$ cat config.mk
export PLATFORM = sky130hd
export DESIGN_NAME = video_timing
export DESIGN_NICKNAME = d
export VERILOG_FILES = /design/src/rtl/video_timing_pkg.sv /design/src/rtl/timing_axis.sv /design/src/rtl/video_timing.sv
export SDC_FILE = /design/constraint.sdc
export NUM_CORES = 1
export LEC_CHECK = 0
export BUFFER_PORTS_ARGS = -buffer_cell sky130_fd_sc_hd__buf_2
export CORE_AREA = 3 3 69 71
export CTS_BUF_LIST = sky130_fd_sc_hd__clkbuf_8
export DETAILED_ROUTE_END_ITERATION = 10
export DIE_AREA = 0 0 72 74
export PLACE_DENSITY_LB_ADDON = 0.3
export SLEW_MARGIN = 0
export SYNTH_ARGS = -nofsm -noshare
export SYNTH_HDL_FRONTEND = slang
export SYNTH_SLANG_ARGS = --single-unit
$ cat constraint.sdc
create_clock -name clk -period 4.4 [get_ports clk]
set_clock_uncertainty 0.15 [all_clocks]
set_input_delay 0.44 -clock clk [delete_from_list [all_inputs] [get_ports clk]]
set_output_delay 0.44 -clock clk [all_outputs]
set_load 0.05 [all_outputs]
$ cat src/rtl/video_timing_pkg.sv
// Shared types for the video timing generator: axis region encoding and line/frame length helper.
// Pure declarations, no latency; no flow control.
package video_timing_pkg;

    typedef enum logic [1:0] {
        FP     = 2'd0,
        SYNC   = 2'd1,
        BP     = 2'd2,
        ACTIVE = 2'd3
    } region_e;

    function automatic int axis_total(input int active, input int fp, input int sync, input int bp);
        return active + fp + sync + bp;
    endfunction

endpackage

$ cat src/rtl/timing_axis.sv
// Signed wrap counter for one timing axis: counts -BLANK .. ACTIVE-1 and decodes the region of the next position.
// Position is registered; the next-state region and wrap flag are combinational from the current state.
// Holds whenever adv_i is low.
module timing_axis
    import video_timing_pkg::*;
#(
    parameter int W        = 16,
    parameter int N_ACTIVE = 320,
    parameter int N_FP     = 8,
    parameter int N_SYNC   = 32,
    parameter int N_BP     = 40
) (
    input  logic                clk,
    input  logic                reset_n,
    input  logic                adv_i,
    output logic signed [W-1:0] pos_o,
    output region_e             region_d_o,
    output logic                wrap_o
);

    localparam int BLANK = axis_total(N_ACTIVE, N_FP, N_SYNC, N_BP) - N_ACTIVE;

    localparam longint HI = (longint'(1) <<< (W - 1)) - 1;
    localparam longint LO = -(longint'(1) <<< (W - 1));

    if (longint'(N_ACTIVE - 1) > HI || -longint'(BLANK) < LO) begin : g_bad_width
        $error("timing_axis: coordinate range does not fit in W bits");
    end

    if (N_FP < 1 || N_SYNC < 1 || N_BP < 1) begin : g_bad_porch
        $error("timing_axis: porch and sync widths must be at least 1");
    end

    localparam logic signed [W-1:0] FIRST    = W'(-BLANK);
    localparam logic signed [W-1:0] LAST     = W'(N_ACTIVE - 1);
    localparam logic signed [W-1:0] SYNC_AT  = W'(-(N_SYNC + N_BP));
    localparam logic signed [W-1:0] BP_AT    = W'(-N_BP);
    localparam logic signed [W-1:0] ONE      = W'(1);

    logic signed [W-1:0] pos_q;
    logic signed [W-1:0] pos_d;
    logic                at_last;

    // Region boundaries are fixed, so decode is three signed compares.
    function automatic region_e decode(input logic signed [W-1:0] p);
        if (p < SYNC_AT) begin
            return FP;
        end else if (p < BP_AT) begin
            return SYNC;
        end else if (p[W-1]) begin
            return BP;
        end else begin
            return ACTIVE;
        end
    endfunction

    always_comb begin
        at_last    = (pos_q == LAST);
        wrap_o     = adv_i && at_last;
        pos_d      = pos_q;
        if (adv_i) begin
            pos_d = at_last ? FIRST : pos_q + ONE;
        end
        region_d_o = decode(pos_d);
    end

    always_ff @(posedge clk or negedge reset_n) begin
        if (!reset_n) begin
            pos_q <= FIRST;
        end else begin
            pos_q <= pos_d;
        end
    end

    assign pos_o = pos_q;

endmodule

$ cat src/rtl/video_timing.sv
// Raster timing generator: x/y position, hsync/vsync/de and line/frame start pulses, all registered.
// Outputs show the post-advance position in the cycle of the advance (no extra pipeline stage).
// Define VIDEO_TIMING_CE_EN to add a ce input; with ce low everything holds and the pulses read 0.
module video_timing
    import video_timing_pkg::*;
#(
    parameter int COORD_WIDTH = 16,
    parameter int H_ACTIVE    = 320,
    parameter int H_FP        = 8,
    parameter int H_SYNC      = 32,
    parameter int H_BP        = 40,
    parameter int V_ACTIVE    = 240,
    parameter int V_FP        = 3,
    parameter int V_SYNC      = 4,
    parameter int V_BP        = 6,
    parameter bit H_SYNC_POL  = 1'b1,
    parameter bit V_SYNC_POL  = 1'b1
) (
    input  logic                          clk,
    input  logic                          reset_n,
`ifdef VIDEO_TIMING_CE_EN
    input  logic                          ce,
`endif
    output logic                          hsync,
    output logic                          vsync,
    output logic                          de,
    output logic signed [COORD_WIDTH-1:0] x,
    output logic signed [COORD_WIDTH-1:0] y,
    output logic                          line_start,
    output logic                          frame_start
);

    logic    adv;
    logic    adv_y;
    logic    x_wrap;
    logic    y_wrap;
    region_e x_rgn_d;
    region_e y_rgn_d;

`ifdef VIDEO_TIMING_CE_EN
    assign adv = ce;
`else
    assign adv = 1'b1;
`endif

    assign adv_y = adv && x_wrap;

    timing_axis #(
        .W        (COORD_WIDTH),
        .N_ACTIVE (H_ACTIVE),
        .N_FP     (H_FP),
        .N_SYNC   (H_SYNC),
        .N_BP     (H_BP)
    ) u_x_axis (
        .clk        (clk),
        .reset_n    (reset_n),
        .adv_i      (adv),
        .pos_o      (x),
        .region_d_o (x_rgn_d),
        .wrap_o     (x_wrap)
    );

    timing_axis #(
        .W        (COORD_WIDTH),
        .N_ACTIVE (V_ACTIVE),
        .N_FP     (V_FP),
        .N_SYNC   (V_SYNC),
        .N_BP     (V_BP)
    ) u_y_axis (
        .clk        (clk),
        .reset_n    (reset_n),
        .adv_i      (adv_y),
        .pos_o      (y),
        .region_d_o (y_rgn_d),
        .wrap_o     (y_wrap)
    );

    logic hsync_q, hsync_d;
    logic vsync_q, vsync_d;
    logic de_q, de_d;
    logic line_start_q, line_start_d;
    logic frame_start_q, frame_start_d;

    // Decoding from next-state regions keeps flags aligned with the registered x/y.
    always_comb begin
        hsync_d       = (x_rgn_d == SYNC) ? H_SYNC_POL : !H_SYNC_POL;
        vsync_d       = (y_rgn_d == SYNC) ? V_SYNC_POL : !V_SYNC_POL;
        de_d          = (x_rgn_d == ACTIVE) && (y_rgn_d == ACTIVE);
        line_start_d  = x_wrap;
        frame_start_d = x_wrap && y_wrap;
    end

    always_ff @(posedge clk or negedge reset_n) begin
        if (!reset_n) begin
            hsync_q       <= !H_SYNC_POL;
            vsync_q       <= !V_SYNC_POL;
            de_q          <= 1'b0;
            line_start_q  <= 1'b0;
            frame_start_q <= 1'b0;
        end else begin
            hsync_q       <= hsync_d;
            vsync_q       <= vsync_d;
            de_q          <= de_d;
            line_start_q  <= line_start_d;
            frame_start_q <= frame_start_d;
        end
    end

    assign hsync       = hsync_q;
    assign vsync       = vsync_q;
    assign de          = de_q;
    assign line_start  = line_start_q;
    assign frame_start = frame_start_q;

endmodule

==> impl_metrics.ini <==
[critical_path]
cpPeakStageDelay_ps = 510
cp-end-kind = register
critical_path_class = reg -> reg
required_ps = 4490
start_kind = register
worstPathCellList = ha_1 -> nor4bb_1 -> nand4_1 -> buf_4 -> or4_1 -> a211o_1 -> o22ai_1 -> and3_1 -> ha_1 -> nor3_1 -> and3b_1
crit_fanout = 9
crit_family = simple AND/OR/NAND/NOR gates
critPathLaunch = u_x_axis.pos_o[0]
crit_arrival_ps = 3560
reg2reg_from = u_x_axis.pos_o[0]
slowest_stage = or4_1
worst-path-buf-inv = 1
cp_common_cell = ha_1
reg2reg_slack_ps = 930

[finish]
antenna_cells = 0
filler_cell_count = 383
multiInputGateArea_sq_um = 1190
stdcell_area_sq_um = 2560
drive_above_1_share_pct = 29.0
layout.cells.non_filler = 342
regArea_sq_um = 957
area_growth_pct = 12.8
utilization_pct = 59.7
fin_nets = 295

[timing]
rsz0062_at_grt = false
finalHoldViolCount = 0
min_period_ps = 3470
fin_ws_ps = 930
report.final.slew_viol_count = 0
setup_viol = 0
whs_ps = 78.1
tns_ps = 0
maxClockFrequency_mhz = 288
min_period_over_period_pct = 78.9
worst_pin_slew_ps = 774
slew-limit-headroom_pct = 47.9

[clock_network]
clock-sinks = 37
cts-buffers-inserted = 5
post_cts_buffers = 0
clkLatencyLatePin_ps = 290
postCtsHoldBufs = 0
cts-root-buf = clkbuf_8
path_clk_slew_ps = 70
tritoncts = built
cts_htree_levels = 2
clockBufferDepth = 2
post_cts_resized = 0

[yosys]
synth_most_common_cell = nand2_1
yosys-top-cells-area = dfstp_2 (29%), dfrtp_1 (13%), nand2_1 (4.3%), nand3_1 (3.5%), a21oi_1 (3.1%)
syn_area_per_cell_sq_um = 8.88
yosys_warnings = 0
synth_common_cells = nand2_1 (26), dfstp_2 (25), nand3_1 (16), nor2_1 (16), a21oi_1 (14)
synth_fp_nets = 262
synth_top_area_cell = dfstp_2
synth_edf_count = 0
ys_seq_elements = 37
syn_area_sq_um = 2270
async_flop_share_pct = 100
synthCells = 256
yosysSeqAreaShare_pct = 42.1
synth_cell_type_count = 56
yosys.area.top_type_share_pct = 28.9
synthFlopType = dfstp_2

[floorplan]
fp.dieW_microns = 72
die_h_microns = 74
io-pin-count = 39
dieArea_sq_um = 5330
core_sq_um = 4290
start_util_pct = 52.9
placementRows = 24

[min_path]
hold_path.class = in -> async

[outcome]
status = completed

[global_route]
grt_pass1_wl_microns = 9180
grt_max_degree = 38
antenna_found_initial = 0
grt_pass1_vias = 1835
gr-total-overflow = 0
track_usage_pct = 22.0

[placed_design]
routabilityCongestion = 0.981
io_buffers = 38
placed_cells = 334
hpwl_microns = 4000
pre_cts_slack_ps = 989
place_area_sq_um = 2470

[power_and_ir_drop]
power.leakage_nw = 1.05
p_total_mw = 0.594
ir_worst_vdd_mv = 0.128
power.density_nw_per_um2 = 232

[routing]
vias = 2132
wl_per_cell_microns = 16.8
ant_nets = 0
drtIter0Drc = 397
wl_microns = 5740
firstDrtPassIters = 5
drc = 0
viasPerCell = 6.23

[flow_run]
cap_violations = 0
==> cell usage in the layout (no fill, tap or decap), types with 4 or more instances in the layout <==
cell      synthesis  routed
buf_2             4      38
nand2_1          26      26
dfstp_2          25      25
nand3_1          16      16
nor2_1           16      16
a21oi_1          14      14
inv_1            12      13
nor3_1           12      12
dfrtp_1          12      12
nand4_1           9       9
nor4_1            7       7
o22ai_1           7       7
xnor2_1           6       6
o21ai_1           6       6
xor2_1            6       6
o21ai_0           6       6
clkbuf_8          0       6
and3_1            5       5
a31oi_1           5       5
or4_1             4       4
ha_1              4       4
==> sequential cells by signal, summed over array words and instances, names as in the netlist <==
| register | cells |
|---|---|
| frame_start | 1 |
| hsync | 1 |
| de | 1 |
| vsync | 1 |
| u_x_axis.pos_o | 16 |
| line_start | 1 |
| u_y_axis.pos_o | 16 |
==> routing by layer <==
metal | GRT usage (%) | part of all wire, %
met4 | 7.31 | 1.9
met5 | 0 | 0
met1 | 33.8 | 47
met3 | 4.86 | 8.8
met2 | 30.5 | 42
==> worst reg2reg max path: cells and delay by family, from the launching register on <==
family                   cells  cell delay, ps
adder cells (fa/ha/maj)      2             480
buffers and inverters        1             310
flip-flops                   1             420
AO/OA/AOI/OAI                2             450
AND/OR/NAND/NOR              6            1590
==> area by class of cell <==
type	instances	area share (%)
clock inverter	2	0.439
tap	52	2.54
multi-input combinational	191	46.3
inverter	13	1.90
timing repair buffer	41	8.29
clock buffer	6	3.22
sequential	37	37.3
==> power breakdown <==
group / internal (mW) / total [mW] / switching, mW
Clock: 0.125 / 0.246 / 0.122
Combinational: 0.000320 / 0.00634 / 0.00602
Sequential: 0.341 / 0.341 / 0
Total: 0.466 / 0.594 / 0.128
==> kinds of logic after synthesis <==
logic type | Yosys count | share of synthesized area [%]
flip-flops | 37 | 42.1
adder cells (fa/ha/maj) | 4 | 2.20
AND/OR/NAND/NOR | 116 | 28.1
XOR/XNOR | 12 | 4.62
buffers and inverters | 28 | 5.67
AO/OA/AOI/OAI | 57 | 16.3
multiplexers | 2 | 0.936
==> path summary, 6_finish.rpt <==
kind,endpoint,cells after the start
worst max-delay path,de,11
worst min-delay path,vsync,1
worst max register to register,de,11
worst min register to register,u_y_axis.pos_o[0],2
max in group asynchronous,u_y_axis.pos_o[3],1
min in group clk,u_y_axis.pos_o[0],2
Power figures use the tool's default switching activity.
